### config.mk
export PLATFORM = sky130hd
export DESIGN_NAME = lsu_mem_sequencer
export DESIGN_NICKNAME = d
export VERILOG_FILES = /design/src/rtl/lsu_mem_sequencer.sv
export SDC_FILE = /design/constraint.sdc
export NUM_CORES = 1
export LEC_CHECK = 0
export CAP_MARGIN = 15
export CORE_ASPECT_RATIO = 2
export CORE_MARGIN = 2
export CORE_UTILIZATION = 49
export CTS_BUF_LIST = sky130_fd_sc_hd__clkbuf_2 sky130_fd_sc_hd__clkbuf_4 sky130_fd_sc_hd__clkbuf_8
export CTS_CLUSTER_DIAMETER = 150
export CTS_CLUSTER_SIZE = 28
export DETAILED_ROUTE_END_ITERATION = 10
export PLACE_DENSITY = 0.79
export SKIP_CTS_REPAIR_TIMING = 1
export SYNTH_ARGS = -nofsm -noshare
export SYNTH_HDL_FRONTEND = slang
export SYNTH_SLANG_ARGS = --single-unit
### constraint.sdc
create_clock -name clk -period 2 [get_ports clk]
set_input_delay 0.3 -clock clk [delete_from_list [all_inputs] [get_ports clk]]
set_output_delay 0.3 -clock clk [all_outputs]
set_load 0.1 [all_outputs]
### src/rtl/lsu_mem_sequencer.sv
// Load/store sequencer between the core and a wait-stated 32-bit data memory.
// Generates byte lanes, splits word-crossing accesses and merges/extends load data.
module lsu_mem_sequencer #(
  parameter int unsigned ADDR_WIDTH = 32,
  parameter int unsigned SPLIT_EN   = 1
) (
  input  logic                  clk,
  input  logic                  rst_n,
  input  logic                  req_valid,
  input  logic                  req_write,
  input  logic [2:0]            req_funct3,
  input  logic [ADDR_WIDTH-1:0] req_addr,
  input  logic [31:0]           req_wdata,
  output logic                  stall,
  output logic                  busy,
  output logic                  resp_valid,
  output logic [31:0]           resp_rdata,
  output logic                  resp_err,
  output logic                  mem_req,
  output logic                  mem_we,
  output logic [ADDR_WIDTH-1:0] mem_addr,
  output logic [3:0]            mem_be,
  output logic [31:0]           mem_wdata,
  input  logic                  mem_ready,
  input  logic [31:0]           mem_rdata
);

  typedef enum logic [1:0] {StIdle, StAcc0, StAcc1, StDone} state_e;

  localparam bit SplitOn = (SPLIT_EN != 0);

  state_e                  state_q, state_d;
  logic                    mem_req_q, mem_req_d;
  logic                    mem_we_q, mem_we_d;
  logic [ADDR_WIDTH-1:0]   mem_addr_q, mem_addr_d;
  logic [3:0]              mem_be_q, mem_be_d;
  logic [31:0]             mem_wdata_q, mem_wdata_d;
  logic                    resp_valid_q, resp_valid_d;
  logic [31:0]             resp_rdata_q, resp_rdata_d;
  logic                    resp_err_q, resp_err_d;
  logic                    busy_q, busy_d;

  // Access attributes latched at acceptance; req_* is not relied on afterwards.
  logic [1:0]              off_q, off_d;
  logic [2:0]              size_q, size_d;
  logic                    sext_q, sext_d;
  logic                    split_q, split_d;
  logic                    write_q, write_d;
  logic [ADDR_WIDTH-1:0]   addr1_q, addr1_d;
  logic [3:0]              be1_q, be1_d;
  logic [31:0]             wdata1_q, wdata1_d;
  logic [31:0]             lo_q, lo_d;

  logic [2:0]              dec_size;
  logic                    dec_illegal;
  logic [1:0]              dec_off;
  logic                    dec_split;
  logic [3:0]              dec_mask;
  logic [7:0]              be_wide;
  logic [63:0]             wdata_wide;
  logic [ADDR_WIDTH-1:0]   addr0;
  logic [ADDR_WIDTH-1:0]   addr1;

  always_comb begin
    dec_size    = 3'd1;
    dec_mask    = 4'b0001;
    dec_illegal = 1'b0;
    case (req_funct3)
      3'b000, 3'b100: begin
        dec_size = 3'd1;
        dec_mask = 4'b0001;
      end
      3'b001, 3'b101: begin
        dec_size = 3'd2;
        dec_mask = 4'b0011;
      end
      3'b010: begin
        dec_size = 3'd4;
        dec_mask = 4'b1111;
      end
      default: dec_illegal = 1'b1;
    endcase
    // Unsigned variants only exist for loads.
    if (req_funct3[2] && req_write) dec_illegal = 1'b1;
  end

  assign dec_off    = req_addr[1:0];
  assign dec_split  = ({1'b0, dec_off} + dec_size) > 3'd4;
  // Upper nibble / upper word of the shifted values are the second transaction's lanes.
  assign be_wide    = {4'b0000, dec_mask} << dec_off;
  assign wdata_wide = {32'h0, req_wdata} << {dec_off, 3'b000};
  assign addr0      = {req_addr[ADDR_WIDTH-1:2], 2'b00};
  assign addr1      = addr0 + ADDR_WIDTH'(4);

  function automatic logic [31:0] merge_load(input logic [31:0] hi, input logic [31:0] lo,
                                             input logic [1:0] off, input logic [2:0] size,
                                             input logic sext);
    logic [31:0] raw;
    logic [31:0] res;
    raw = 32'({hi, lo} >> {off, 3'b000});
    case (size)
      3'd1:    res = {{24{sext & raw[7]}}, raw[7:0]};
      3'd2:    res = {{16{sext & raw[15]}}, raw[15:0]};
      default: res = raw;
    endcase
    return res;
  endfunction

  always_comb begin
    state_d      = state_q;
    mem_req_d    = mem_req_q;
    mem_we_d     = mem_we_q;
    mem_addr_d   = mem_addr_q;
    mem_be_d     = mem_be_q;
    mem_wdata_d  = mem_wdata_q;
    resp_valid_d = 1'b0;
    resp_rdata_d = 32'h0;
    resp_err_d   = 1'b0;
    off_d        = off_q;
    size_d       = size_q;
    sext_d       = sext_q;
    split_d      = split_q;
    write_d      = write_q;
    addr1_d      = addr1_q;
    be1_d        = be1_q;
    wdata1_d     = wdata1_q;
    lo_d         = lo_q;

    unique case (state_q)
      StIdle: begin
        if (req_valid) begin
          if (dec_illegal || (dec_split && !SplitOn)) begin
            state_d      = StDone;
            resp_valid_d = 1'b1;
            resp_err_d   = 1'b1;
          end else begin
            state_d     = StAcc0;
            mem_req_d   = 1'b1;
            mem_we_d    = req_write;
            mem_addr_d  = addr0;
            mem_be_d    = be_wide[3:0];
            mem_wdata_d = wdata_wide[31:0];
            off_d       = dec_off;
            size_d      = dec_size;
            sext_d      = ~req_funct3[2];
            split_d     = dec_split;
            write_d     = req_write;
            addr1_d     = addr1;
            be1_d       = be_wide[7:4];
            wdata1_d    = wdata_wide[63:32];
          end
        end
      end
      StAcc0: begin
        if (mem_ready) begin
          lo_d = mem_rdata;
          if (split_q) begin
            state_d     = StAcc1;
            mem_addr_d  = addr1_q;
            mem_be_d    = be1_q;
            mem_wdata_d = wdata1_q;
          end else begin
            state_d      = StDone;
            mem_req_d    = 1'b0;
            mem_we_d     = 1'b0;
            mem_addr_d   = '0;
            mem_be_d     = 4'b0000;
            mem_wdata_d  = 32'h0;
            resp_valid_d = 1'b1;
            resp_rdata_d = write_q ? 32'h0 : merge_load(32'h0, mem_rdata, off_q, size_q, sext_q);
          end
        end
      end
      StAcc1: begin
        if (mem_ready) begin
          state_d      = StDone;
          mem_req_d    = 1'b0;
          mem_we_d     = 1'b0;
          mem_addr_d   = '0;
          mem_be_d     = 4'b0000;
          mem_wdata_d  = 32'h0;
          resp_valid_d = 1'b1;
          resp_rdata_d = write_q ? 32'h0 : merge_load(mem_rdata, lo_q, off_q, size_q, sext_q);
        end
      end
      StDone: begin
        state_d = StIdle;
      end
      default: state_d = StIdle;
    endcase

    busy_d = (state_d != StIdle);
  end

  always_ff @(posedge clk or negedge rst_n) begin
    if (!rst_n) begin
      state_q      <= StIdle;
      mem_req_q    <= 1'b0;
      mem_we_q     <= 1'b0;
      mem_addr_q   <= '0;
      mem_be_q     <= 4'b0000;
      mem_wdata_q  <= 32'h0;
      resp_valid_q <= 1'b0;
      resp_rdata_q <= 32'h0;
      resp_err_q   <= 1'b0;
      busy_q       <= 1'b0;
      off_q        <= 2'b00;
      size_q       <= 3'd0;
      sext_q       <= 1'b0;
      split_q      <= 1'b0;
      write_q      <= 1'b0;
      addr1_q      <= '0;
      be1_q        <= 4'b0000;
      wdata1_q     <= 32'h0;
      lo_q         <= 32'h0;
    end else begin
      state_q      <= state_d;
      mem_req_q    <= mem_req_d;
      mem_we_q     <= mem_we_d;
      mem_addr_q   <= mem_addr_d;
      mem_be_q     <= mem_be_d;
      mem_wdata_q  <= mem_wdata_d;
      resp_valid_q <= resp_valid_d;
      resp_rdata_q <= resp_rdata_d;
      resp_err_q   <= resp_err_d;
      busy_q       <= busy_d;
      off_q        <= off_d;
      size_q       <= size_d;
      sext_q       <= sext_d;
      split_q      <= split_d;
      write_q      <= write_d;
      addr1_q      <= addr1_d;
      be1_q        <= be1_d;
      wdata1_q     <= wdata1_d;
      lo_q         <= lo_d;
    end
  end

  assign stall      = req_valid & ~resp_valid_q;
  assign busy       = busy_q;
  assign resp_valid = resp_valid_q;
  assign resp_rdata = resp_rdata_q;
  assign resp_err   = resp_err_q;
  assign mem_req    = mem_req_q;
  assign mem_we     = mem_we_q;
  assign mem_addr   = mem_addr_q;
  assign mem_be     = mem_be_q;
  assign mem_wdata  = mem_wdata_q;

endmodule
==> flow_summary.yaml <==
worst_setup_path:
  crit_end: "resp_rdata[21]$_DFF_PN0_"
  crit_arrival_ns: 2.45
  r2r_slack_ns: -0.02
  path_class: "flop to flop"
  cp-end-kind: "flop"
  max_stage_delay_ns: 0.45
  crit_buf_inv: 2
  critPathRequiredTime_ns: 2.43
  r2r_start: "off_q[0]$_DFFE_PN0P_"
  path_delay_family: "compound AO/OA/AOI/OAI gates"
  crit_chain: "buf_4, buf_4, mux2_2, a21oi_1, o21ai_0, a22o_1"
  worst_setup_path_start_kind: "flop"
  r2r_end: "resp_rdata[21]$_DFF_PN0_"
  critical_path_depth: 6
  cp_max_fo: 9
  cpMaxStageDelayCell: "dfrtp_2"
  rr_worst_depth: 6
  crit_path_frequent_cell: "buf_4"
  cp-startpoint: "off_q[0]$_DFFE_PN0P_"
synth:
  synth-xor-area-share: 0.0234
  ys_ff_latch: 202
  synth_simple_gate_area_frac: 0.149
  synth.area.mux_share: 0.126
  synth_top_family_by_area: "compound AO/OA/AOI/OAI gates"
  synth_fa_ha_area_frac: 0.0110
  synthFlopType: "dfrtp_1"
  synth.distinct_cells: 55
  yosysSeqAreaShare: 0.465
  syn-cell-area_um2: 10900
  syn_inst: 1151
  synth_compound_area_frac: 0.185
  async_reset_ff_frac: 1.00
  yosysWarnings: 0
  avgSynthCellArea_um2: 9.45
  synth-edff-count: 0
sta:
  setup_tns_ns: -0.0297
  worst_slack_ns: -0.0175
  fin_crit_ns: 2.02
  whs_ns: 0.276
  clock_skew_ns: 0.0489
  max_slew_margin: 0.605
  hold_viol_final: 0
  fmax_mhz: 496
  worst_pin_slew_ns: 0.590
  rsz0062_at_grt: "yes"
  period_share: 1.01
  finalSetupViolCount: 2
  maxSlewViolCount: 0
place:
  pre_cts_ws_ns: -0.301
  port_buffers: 207
  placed_area_um2: 14000
  gp_congestion: 0.996
  placed_cells: 1697
  hpwl_um: 27000
cts:
  clockBufferDepth: 3
  numClockSinks: 202
  cts_root_buf: "clkbuf_8"
  clk_pin_slew_ns: 0.17
  clock_latency_ns: 0.52
  cts_buffers: 11
  cts_tree: "done"
  h-tree-depth: 1
global_routing:
  grt_start_max_net_pins: 70
  antenna_found_initial: 0
  grt_pass1_wl_um: 53200
  grt_pass1_vias: 9990
  grt_usage: 0.297
  grt.overflow.total: 0
power:
  pwr_density_cell_nw_per_um2: 1670
  ir_worst_vdd_mv: 1.42
  finalPower_mw: 23.9
  cellLeakagePower_nw: 6.49
run:
  maxCapViolCount: 0
die:
  top_level_ports: 210
  die_width_um: 109
  dieHeight_um: 215
  rows: 77
  start_util: 0.495
  fp.dieArea_um2: 23500
  core-area_um2: 22000
detailed_routing:
  drcViolationCount: 0
  wire_per_inst_um: 20.6
  via_count: 9750
  drt-vias-per-instance: 5.69
  drt-total-wl_um: 35200
  drt_first_pass_iters: 4
  drt_iter0_markers: 537
  final_antenna_net_count: 0
cells_and_area:
  fillers: 1834
  final_cell_count_no_fill: 1713
  fin_util: 0.653
  design_area_um2: 14300
  nNetsFinal: 1550
  syn_to_final_growth_pct: 31.9
  diodes: 0
  drive_gt1_frac: 0.255
worst_hold_path:
  hp-class: "primary input to async pin"
run_status:
  status: "finished, violations left"
  violations: "setup timing"
-- how the worst min path moves through the flow --
| stage | start | endpoint | slack (ns) | cells after the start |
|---|---|---|---|---|
| 4_1_cts | rst_n | lo_q[1]$_DFFE_PN0P_ | -0.29 | 1 |
| 2_1_floorplan | rst_n | addr1_q[10]$_DFFE_PN0P_ | 0.004 | 0 |
| 5_1_grt | rst_n | lo_q[9]$_DFFE_PN0P_ | 0.31 | 2 |
| 3_3_place_gp | rst_n | lo_q[1]$_DFFE_PN0P_ | 0.29 | 1 |
| 3_5_place_dp | rst_n | lo_q[1]$_DFFE_PN0P_ | 0.29 | 1 |
| 6_report | rst_n | lo_q[1]$_DFFE_PN0P_ | 0.28 | 2 |
-- power breakdown --
group	internal, mW	switching [mW]
Sequential	5.66	0.948
Clock	0.559	1.30
Combinational	5.14	10.3
-- per-layer routing --
layer	vias up	routed length (um)	global-route usage
met2	358	19300	0.559
met5	-	0	0
met4	0	2490	0.178
met3	122	2030	0.0511
met1	4672	11400	0.287
li1	4598	-	-
-- sequential cells by signal, indices dropped and copies added (netlist names), 2 cells and up --
name        flops
addr1_q        30
be1_q           3
lo_q           32
mem_addr       30
mem_be          4
mem_wdata      32
off_q           2
resp_rdata     32
size_q          3
state_q         2
wdata1_q       24
-- cells in the final DEF (no fill, tap or decap), drive strengths merged, types with 11 or more instances in the layout --
| master | Yosys | final |
|---|---|---|
| mux4 | 11 | 11 |
| xor2 | 21 | 21 |
| o21ai | 153 | 153 |
| nor2b | 47 | 47 |
| mux2 | 54 | 54 |
| buf | 28 | 252 |
| inv | 16 | 16 |
| nand4 | 12 | 12 |
| dfrtp | 202 | 202 |
| nand3 | 21 | 21 |
| clkbuf | 58 | 15 |
| nand2 | 186 | 186 |
| nor2 | 57 | 57 |
| clkdlybuf4s50 | 0 | 102 |
| a21oi | 94 | 94 |
| a211oi | 17 | 17 |
| mux2i | 51 | 51 |
-- kinds of logic (layout without fill, tap and decap cells) --
| group | Yosys count | count (layout) |
|---|---|---|
| buffers and inverters | 102 | 387 |
| xor gates and xnor gates | 29 | 29 |
| other | 1 | 2 |
| DFF | 202 | 202 |
| muxes | 116 | 116 |
| adders and majority gates | 9 | 9 |
| AOI/OAI and AO/OA | 338 | 338 |
| and+or+nand+nor | 354 | 354 |
-- area by class of cell --
cell class / instances / area, um2 / area share
Multi-Input combinational cell: 848 / 5500 / 0.384
Sequential cell: 202 / 5060 / 0.353
Timing Repair Buffer: 358 / 3190 / 0.222
Inverter: 16 / 60.1 / 0.00419
Tap cell: 276 / 345 / 0.0241
Clock inverter: 1 / 30.0 / 0.00209
Clock buffer: 12 / 159 / 0.0111
-- cells in the mapped netlist, types with 10 or more instances --
| cell type | n | area share |
|---|---|---|
| nand3_1 | 20 | 0.0092 |
| inv_1 | 16 | 0.0055 |
| a211oi_1 | 17 | 0.012 |
| and3_1 | 10 | 0.0058 |
| xor2_1 | 21 | 0.017 |
| a21oi_1 | 92 | 0.042 |
| dfrtp_1 | 202 | 0.46 |
| nor2_1 | 57 | 0.020 |
| mux4_2 | 11 | 0.023 |
| buf_2 | 18 | 0.0083 |
| o31ai_1 | 10 | 0.0069 |
| a2bb2oi_1 | 10 | 0.0081 |
| o21ai_0 | 152 | 0.070 |
| mux2_2 | 54 | 0.056 |
| a22oi_1 | 10 | 0.0069 |
| nor2b_1 | 47 | 0.027 |
| clkbuf_1 | 57 | 0.020 |
| nand2_1 | 186 | 0.064 |
| a22o_1 | 10 | 0.0081 |
| nand4_1 | 11 | 0.0063 |
| mux2i_1 | 51 | 0.047 |
No activity file was read; power rests on OpenSTA's default activity.
